===== src/rtl/video_pkg.sv =====
// Shared video definitions for the pixel generator, packer and unpacker.
//   SCREEN_WIDTH / SCREEN_HEIGHT : default frame geometry
//   COLOR_WIDTH                  : bits per colour channel (fixed at 8)
//   rgb_t                        : one {r,g,b} pixel
package video_pkg;

    localparam int unsigned SCREEN_WIDTH  = 640;
    localparam int unsigned SCREEN_HEIGHT = 480;
    localparam int unsigned COLOR_WIDTH   = 8;

    typedef struct packed {
        logic [COLOR_WIDTH-1:0] r;
        logic [COLOR_WIDTH-1:0] g;
        logic [COLOR_WIDTH-1:0] b;
    } rgb_t;

endpackage


===== src/rtl/rgb_byte_buffer.sv =====
// 7-byte append/consume buffer feeding the unpacker.
//   clk, rst_n : clock, asynchronous active-low reset
//   consume    : drop the oldest 3 bytes (one pixel)
//   flush      : discard all held bytes before any append
//   append     : add the 4 bytes of data after consume/flush
//   data       : appended bytes, data[7:0] oldest
//   cnt        : bytes held (0..7)
//   pixel      : {r,g,b} taken from bytes 2/1/0
// The caller guarantees that an append never lands beyond byte 6.
module rgb_byte_buffer
    import video_pkg::*;
(
    input  logic        clk,
    input  logic        rst_n,
    input  logic        consume,
    input  logic        flush,
    input  logic        append,
    input  logic [31:0] data,
    output logic [2:0]  cnt,
    output rgb_t        pixel
);

    logic [55:0] bytes_q;
    logic [55:0] kept;
    logic [55:0] bytes_d;
    logic [2:0]  base;
    logic [2:0]  cnt_d;

    // Bytes above cnt are always zero, so an append can simply be OR-ed in.
    always_comb begin
        kept  = bytes_q;
        base  = cnt;
        if (flush) begin
            kept = '0;
            base = '0;
        end else if (consume) begin
            kept = bytes_q >> 24;
            base = cnt - 3'd3;
        end
        bytes_d = kept;
        cnt_d   = base;
        if (append) begin
            bytes_d = kept | ({24'd0, data} << {base, 3'b000});
            cnt_d   = base + 3'd4;
        end
    end

    always_ff @(posedge clk or negedge rst_n) begin
        if (!rst_n) begin
            bytes_q <= '0;
            cnt     <= '0;
        end else begin
            bytes_q <= bytes_d;
            cnt     <= cnt_d;
        end
    end

    assign pixel.r = bytes_q[23:16];
    assign pixel.g = bytes_q[15:8];
    assign pixel.b = bytes_q[7:0];

endmodule


===== src/rtl/stream_unpacker.sv =====
// AXI4-Stream video sink: unpacks 32-bit words carrying a packed 24-bit RGB
// byte stream into one pixel per cycle with screen coordinates, and checks
// frame geometry.
//   aclk, aresetn        : stream clock, asynchronous active-low reset
//   in_stream_*          : packed input stream (tuser = SOF, tlast = EOL)
//   r, g, b              : pixel channels
//   pix_x, pix_y         : pixel coordinates
//   pix_sof, pix_eol     : pixel is (0,0) / last of its line
//   pix_valid, pix_ready : pixel handshake
//   err_clear            : clears the sticky error flags
//   sof_err, line_err, keep_err : sticky error flags
//   frame_count          : completed frames, wraps
module stream_unpacker
    import video_pkg::*;
#(
    parameter int unsigned SCREEN_WIDTH  = video_pkg::SCREEN_WIDTH,
    parameter int unsigned SCREEN_HEIGHT = video_pkg::SCREEN_HEIGHT,
    parameter int unsigned COLOR_WIDTH   = video_pkg::COLOR_WIDTH
) (
    input  logic                   aclk,
    input  logic                   aresetn,
    input  logic [31:0]            in_stream_tdata,
    input  logic [3:0]             in_stream_tkeep,
    input  logic                   in_stream_tlast,
    input  logic                   in_stream_tuser,
    input  logic                   in_stream_tvalid,
    output logic                   in_stream_tready,
    output logic [COLOR_WIDTH-1:0] r,
    output logic [COLOR_WIDTH-1:0] g,
    output logic [COLOR_WIDTH-1:0] b,
    output logic [9:0]             pix_x,
    output logic [8:0]             pix_y,
    output logic                   pix_sof,
    output logic                   pix_eol,
    output logic                   pix_valid,
    input  logic                   pix_ready,
    input  logic                   err_clear,
    output logic                   sof_err,
    output logic                   line_err,
    output logic                   keep_err,
    output logic [15:0]            frame_count
);

    localparam int unsigned WPL = SCREEN_WIDTH * 3 / 4;
    localparam int unsigned WCW = (WPL > 1) ? $clog2(WPL) : 1;

    localparam logic [WCW-1:0] WC_LAST = WCW'(WPL - 1);
    localparam logic [9:0]     X_LAST  = 10'(SCREEN_WIDTH - 1);
    localparam logic [8:0]     Y_LAST  = 9'(SCREEN_HEIGHT - 1);

    // Stream lock: words are discarded until the first tuser after reset.
    localparam logic [0:0] SYNC_WAIT = 1'b0;
    localparam logic [0:0] SYNC_LOCK = 1'b1;

    logic [0:0]     state;
    logic [2:0]     cnt;
    rgb_t           pixel;
    logic [9:0]     x;
    logic [8:0]     y;
    logic [WCW-1:0] wc;
    logic [WCW-1:0] wc_pos;

    logic word_hs;
    logic sof_word;
    logic use_word;
    logic pix_hs;
    logic at_last;
    logic line_bad;
    logic sof_bad;
    logic keep_bad;

    assign pix_valid = (cnt >= 3'd3);
    assign pix_hs    = pix_valid & pix_ready;

    // A SOF word waits until no whole pixel is left, so any residue is < 3 bytes.
    always_comb begin
        if (in_stream_tuser && cnt >= 3'd3)
            in_stream_tready = 1'b0;
        else
            in_stream_tready = (cnt <= 3'd3) || (cnt <= 3'd6 && pix_ready);
    end

    assign word_hs  = in_stream_tvalid & in_stream_tready;
    assign sof_word = word_hs & in_stream_tuser;
    assign use_word = word_hs & (in_stream_tuser | (state == SYNC_LOCK));

    // Position of the current word within its line; a SOF word starts at 0.
    assign wc_pos   = in_stream_tuser ? '0 : wc;
    assign at_last  = (wc_pos == WC_LAST);
    assign line_bad = use_word & (in_stream_tlast ^ at_last);
    assign sof_bad  = sof_word & (state == SYNC_LOCK) &
                      ((cnt != 3'd0) || (wc != '0) || (x != '0) || (y != '0));
    assign keep_bad = word_hs & (in_stream_tkeep != 4'hF);

    rgb_byte_buffer u_buffer (
        .clk     (aclk),
        .rst_n   (aresetn),
        .consume (pix_hs),
        .flush   (sof_word),
        .append  (use_word),
        .data    (in_stream_tdata),
        .cnt     (cnt),
        .pixel   (pixel)
    );

    always_ff @(posedge aclk or negedge aresetn) begin
        if (!aresetn) begin
            state       <= SYNC_WAIT;
            x           <= '0;
            y           <= '0;
            wc          <= '0;
            frame_count <= '0;
            sof_err     <= 1'b0;
            line_err    <= 1'b0;
            keep_err    <= 1'b0;
        end else begin
            if (sof_word)
                state <= SYNC_LOCK;

            if (use_word)
                wc <= (in_stream_tlast || at_last) ? '0 : wc_pos + 1'b1;

            if (sof_word) begin
                x <= '0;
                y <= '0;
            end else if (pix_hs) begin
                if (x == X_LAST) begin
                    x <= '0;
                    if (y == Y_LAST) begin
                        y           <= '0;
                        frame_count <= frame_count + 16'd1;
                    end else begin
                        y <= y + 9'd1;
                    end
                end else begin
                    x <= x + 10'd1;
                end
            end

            // A set event in the same cycle as err_clear takes priority.
            sof_err  <= sof_bad  | (sof_err  & ~err_clear);
            line_err <= line_bad | (line_err & ~err_clear);
            keep_err <= keep_bad | (keep_err & ~err_clear);
        end
    end

    assign r       = pixel.r;
    assign g       = pixel.g;
    assign b       = pixel.b;
    assign pix_x   = x;
    assign pix_y   = y;
    assign pix_sof = pix_valid & (x == '0) & (y == '0);
    assign pix_eol = pix_valid & (x == X_LAST);

endmodule


===== config.mk =====
export PLATFORM = sky130hd
export DESIGN_NAME = stream_unpacker
export DESIGN_NICKNAME = d
export VERILOG_FILES = /design/src/rtl/video_pkg.sv /design/src/rtl/rgb_byte_buffer.sv /design/src/rtl/stream_unpacker.sv
export SDC_FILE = /design/constraint.sdc
export NUM_CORES = 1
export LEC_CHECK = 0
export ABC_AREA = 1
export BUFFER_PORTS_ARGS = -buffer_cell sky130_fd_sc_hd__buf_4
export CORE_MARGIN = 4
export CORE_UTILIZATION = 35
export DETAILED_ROUTE_END_ITERATION = 7
export SLEW_MARGIN = 10
export SYNTH_ARGS = -nofsm -noshare
export SYNTH_HDL_FRONTEND = slang
export SYNTH_SLANG_ARGS = --single-unit

===== constraint.sdc =====
create_clock -name aclk -period 5.8 [get_ports aclk]
set_input_delay 0 -clock aclk [delete_from_list [all_inputs] [get_ports aclk]]
set_output_delay 0 -clock aclk [all_outputs]
set_load 0.05 [all_outputs]

# Word-level counts from Yosys, hierarchy flattened
# Cells that the tools add are included.
[word_totals]
out_inout_bits = 66
wordCells = 79
inputBits = 43
reg_bits = 107
[op_classes]
n_eq_ne = 4
n_lt_le_gt_ge = 3
n_mux = 16
n_addsub = 6
reduce_logical = 17
n_shift = 1
bitwise = 22
[op_table]
columns = ["operator", "n"]
rows = [
  ["$mux 56", 3],
  ["$or 56x56->56", 1],
  ["$shl 32x6->56", 1],
  ["$mux 9", 6],
  ["$mux 10", 3],
  ["$add 9x1->9 const B", 2],
  ["$eq 9x9->1 const B", 2],
  ["$reduce_bool 9->1", 2],
  ["$add 16x1->16 const B", 1],
  ["$and 1x1->1", 14],
  ["$add 10x1->10 const B", 1],
  ["$eq 10x10->1 const B", 1],
  ["$logic_not 10->1", 1],
  ["$reduce_bool 10->1", 1],
  ["$logic_not 9->1", 1],
  ["$mux 3", 3],
  ["$logic_or 1x1->1", 5],
  ["$ne 4x4->1 const B", 1],
  ["$or 1x1->1", 4],
  ["$reduce_and 4->1", 1],
  ["$reduce_bool 2->1", 2],
  ["$add 3x3->3 const B", 1],
  ["$ge 3x2->1 const B", 1],
  ["$le 3x2->1 const B", 1],
  ["other kinds (8)", 10],
]

# Depth between registers and ports, before layout
[logic_depth]
word_depth = 10
depth_mapped = 13
mapped_depth_nobuf = 13

# Modules after synthesis
# A second synthesis with hierarchy kept.
[hier_totals]
cells_unflattened = 1025
area_unflattened_um2 = 7059.3
[modules_own_cells]
columns = ["module", "cells_per_inst", "n_inst", "area_each_um2"]
rows = [
  ["rgb_byte_buffer", 545, 1, 3862.5],
  ["stream_unpacker", 480, 1, 3196.8],
]

# Worst setup path after synthesis
# No wires, ideal clock.
[synth_timing]
kind = "register to output"
startpoint = "register x[0], in the netlist pix_x[0]"
endpoint = "output port pix_eol"
n_path_buf = 0
required_time_ps = 5800
setup_slack_ps = 3421
path_stages_with_launch = 7
arrival_time_ps = 2379
path_cell_list = "dfrtp_1 > ha_1 > nand3_1 > nor2_1 > nand3_1 > or2_2 > nor2_1"
[synth_between]
elab_chain_len = 2
[synth_lines]
columns = ["element", "line_no", "source"]
rows = [
  ["start: declaration", "stream_unpacker.sv:58", "logic [9:0] x;"],
  ["start signal: assignment", "stream_unpacker.sv:136", "x <= x + 10'd1;"],
  ["$eq 10x10->1", "stream_unpacker.sv:153", "assign pix_eol = pix_valid & (x == X_LAST);"],
  ["$and 1x1->1", "stream_unpacker.sv:153", ""],
  ["end: declaration", "stream_unpacker.sv:34", "output logic pix_eol,"],
]
# Every way passes these cells.

# Final worst setup path
[layout_timing]
startpoint = "register u_buffer.cnt[1]"
endpoint = "register u_buffer.bytes_q[24]"
[layout_between]
elab_chain_len = 10
elab_cells_between_ends = 19
[layout_lines]
columns = ["element", "line_no", "source"]
rows = [
  ["start: declaration", "rgb_byte_buffer.sv:19", "output logic [2:0] cnt,"],
  ["start signal: assignment", "rgb_byte_buffer.sv:54", "cnt <= cnt_d;"],
  ["$le 3x3->1", "stream_unpacker.sv:80", "in_stream_tready = (cnt <= 3'd3) || (cnt <= 3'd6 && pix_ready);"],
  ["$logic_and 1x1->1", "stream_unpacker.sv:80", ""],
  ["$logic_or 1x1->1", "stream_unpacker.sv:80", ""],
  ["$mux 1", "stream_unpacker.sv:77", "if (in_stream_tuser && cnt >= 3'd3)"],
  ["$and 1x1->1", "stream_unpacker.sv:83", "assign word_hs = in_stream_tvalid & in_stream_tready;"],
  ["$and 1x1->1", "stream_unpacker.sv:84", "assign sof_word = word_hs & in_stream_tuser;"],
  ["$mux 3", "rgb_byte_buffer.sv:33", "if (flush) begin"],
  ["$shl 32x6->56", "rgb_byte_buffer.sv:43", "bytes_d = kept | ({24'd0, data} << {base, 3'b000});"],
  ["$or 56x56->56", "rgb_byte_buffer.sv:43", ""],
  ["$mux 56 *", "rgb_byte_buffer.sv:42", "if (append) begin"],
  ["named net u_buffer.bytes_d[24]", "rgb_byte_buffer.sv:25", "logic [55:0] bytes_d;"],
  ["end signal: assignment", "rgb_byte_buffer.sv:53", "bytes_q <= bytes_d;"],
  ["end: declaration", "rgb_byte_buffer.sv:23", "logic [55:0] bytes_q;"],
]
# The timed path passes the listed nets; every way through them passes the cells marked *.
# A chain may end at the register's enable or synchronous reset.

==> impl_metrics.yaml <==
worst_setup_path:
  required_ns: 6.04
  r2r_end: "u_buffer.bytes_q[24]"
  r2r-start: "u_buffer.cnt[1]"
  path_buf_inv: 2
  cp_top_family: "simple AND/OR/NAND/NOR gates"
  slowest_stage: "nand4_1"
  rrSetupSlack_ns: 2.51
  cpPeakStageDelay_ns: 0.51
  cp.arrival_ns: 3.53
  path_cells: "ha_1 -> ha_1 -> nor2_4 -> nand4_1 -> buf_4 -> nand3_4 -> inv_2 -> nand2_1 -> nand3_1 -> nand3_1 -> nand2_1"
  end_kind: "flip-flop"
  critical_path.max_fanout: 60
  start_kind: "flip-flop"
  critical_path_class: "flip-flop to flip-flop"
  reg2reg_depth: 11
yosys:
  yosysMostFrequentCell: "nand2_1"
  synthArstFlopShare_pct: 100
  yosys.cell_types.count: 37
  synth_area_leaders: "dfrtp_1 41%, nand2_1 14%, nand3_1 10%"
  syn_inst: 885
  synth_flop_cell: "dfrtp_1"
  syn_area_um2: 6560
  synth_edf_count: 0
  yosysSeqAreaShare_pct: 40.8
  syn_nets: 939
  yosys_warnings: 0
  yosysTopAreaCell: "dfrtp_1"
  synth_top_cells_by_count: "242 x nand2_1, 137 x nand3_1, 107 x dfrtp_1"
  synth_top_area_share_pct: 40.8
  syn_area_per_cell_um2: 7.41
  ys_ff_latch: 107
clock_network:
  clk_path_buf_depth: 2
  clk_latency_ns: 0.36
  ctsHtreeMaxLevel: 3
  cts_tree: "done"
  cts_setup_buffers: 0
  clk_pin_slew_ns: 0.07
  ctsResizeCount: 0
  postCtsHoldBufs: 8
  clock-sinks: 107
  root_buffer: "clkbuf_16"
  cts_inserted_buffers: 9
route:
  vias: 6204
  drt-total-wl_um: 18900
  dr.pass1.iters: 5
  routed_via_density: 5.20
  antenna_left: 0
  route.detailed.drc: 0
  drt_iter0_drc: 518
  wire_per_inst_um: 15.8
worst_hold_path:
  min_to: "u_buffer.bytes_q[52]"
  hp-class: "input pin to flip-flop"
  hold_depth: 5
  hp-start: "in_stream_tdata[28]"
global_routing:
  grt_pass1_wl_um: 30400
  grt_usage_pct: 18.3
  overflow: 0
  grt_max_degree: 69
  grt_pass1_vias: 5904
  antenna_found_initial: 0
timing:
  tns_ns: 0
  final_max_slew_viol_count: 0
  hold_viol_final: 0
  max_freq_ghz: 0.303
  worstMarginPinSlew_ns: 0.900
  max_slew_margin_pct: 40.0
  grt_setup_unrepaired: "no"
  fin_skew_ns: 0.00718
  post-route-period-util_pct: 56.8
  fin_crit_ns: 3.29
  setup_viol: 0
floorplan:
  rows: 49
  die_h_um: 145
  die_w_um: 145
  coreArea_um2: 18200
  num_io_pins: 109
  start_util_pct: 36.0
  dieArea_um2: 21000
run_status:
  status: "completed"
finish:
  drive_gt1_share_pct: 15.8
  finalInstanceArea_um2: 7710
  diodes: 0
  syn2layout_area_growth_pct: 17.6
  fin_nets: 1012
  fillCellCount: 1848
placed_design:
  gp_congestion: 0.874
  io_buffers: 108
  place_area_um2: 7350
  dp_hpwl_um: 13100
pwr:
  p_per_area_nw_per_um2: 495
  p_leak_nw: 3.86
  ir_drop_mv: 0.195
run:
  cap_violations: 0
[metal layers]
metal | up-vias | GRT usage, % | wire length (µm)
met5 | - | 0 | 0
met4 | 0 | 5.84 | 291
met3 | 18 | 3.71 | 1410
met2 | 220 | 27.6 | 8440
met1 | 2899 | 26.2 | 8720
li1 | 3067 | - | -
[flip-flops by register name, summed over array words and instances (netlist names), 3 cells and up]
signal,count
frame_count,16
u_buffer.cnt,3
wc,9
pix_x,10
pix_y,9
u_buffer.bytes_q,56
[worst register-to-register path: stages (launching register included)]
cell and delay [ns]:
dfrtp_1 0.44, ha_1 0.21, ha_1 0.23, nor2_4 0.13, nand4_1 0.52, buf_4 0.42
nand3_4 0.48, inv_2 0.33, nand2_1 0.17, nand3_1 0.07, nand3_1 0.13, nand2_1 0.06
[area by class of cell]
class	instances	area, µm²	share of cell area [%]
Clock buffer	12	256	3.33
Sequential cell	107	2680	34.7
Inverter	84	315	4.09
Clock inverter	4	25.0	0.325
Tap cell	229	287	3.72
Multi-Input combinational cell	633	3200	41.6
Timing Repair Buffer	123	943	12.2
[how the worst max path moves through the flow]
| stage | cells past startpoint | slack (ns) | to | from |
|---|---|---|---|---|
| after CTS | 11 | 2.55 | u_buffer.bytes_q[32] | u_buffer.cnt[0] |
| after global routing | 11 | 2.27 | u_buffer.bytes_q[19] | u_buffer.cnt[1] |
| after global placement | 11 | 2.61 | u_buffer.bytes_q[44] | u_buffer.cnt[0] |
| after detailed placement | 11 | 2.56 | u_buffer.bytes_q[32] | u_buffer.cnt[0] |
| final | 11 | 2.51 | u_buffer.bytes_q[24] | u_buffer.cnt[1] |
| after floorplan | 6 | 3.42 | pix_eol | pix_x[0] |
[power by group]
part,internal [mW],switching (mW)
registers,0.940,0.157
logic,0.598,1.52
clock network,0.314,0.285
[through the flow]
step	instances	hold slack (ns)	util [%]	power (mW)	worst slack, ns
floorplan	885	-0.296	-	2.73	3.42
global placement	1168	0.0345	40.3	3.21	2.61
detailed placement	1168	0.0410	40.3	3.22	2.56
CTS	1192	0.00160	42.3	3.84	2.55
global route	1192	0.0188	42.3	4.11	2.27
finish	1192	0.0105	42.3	3.81	2.51
[logic make-up (layout without fill, tap and decap cells)]
group,after synthesis,in the layout,synth area share (%)
buffers and inverters,145,223,10.3
DFF,107,107,40.8
adders and majority gates,11,11,2.10
and+or+nand+nor,492,492,33.8
xor gates and xnor gates,19,19,2.54
AOI/OAI and AO/OA,111,111,10.4
[placed cells by master, fill, tap and decap left out, drive strengths merged]
| cell type | Yosys | routed |
|---|---|---|
| nand2 | 247 | 247 |
| xor2 | 10 | 10 |
| a22o | 2 | 2 |
| nor3 | 15 | 15 |
| nor3b | 1 | 1 |
| dfrtp | 107 | 107 |
| nand4 | 28 | 28 |
| clkbuf | 13 | 12 |
| dlygate4sd3 | 0 | 8 |
| buf | 48 | 115 |
| nor2 | 53 | 53 |
| a22oi | 32 | 32 |
| clkinv | 2 | 4 |
| xnor2 | 9 | 9 |
| nand3b | 1 | 1 |
| o211ai | 9 | 9 |
| clkinvlp | 0 | 2 |
| o21ai | 48 | 48 |
| o31ai | 3 | 3 |
| nand3 | 140 | 140 |
| inv | 82 | 82 |
| a21oi | 17 | 17 |
| or2 | 3 | 3 |
| ha | 11 | 11 |
| nor4 | 4 | 4 |
Power figures use the tool's default switching activity.
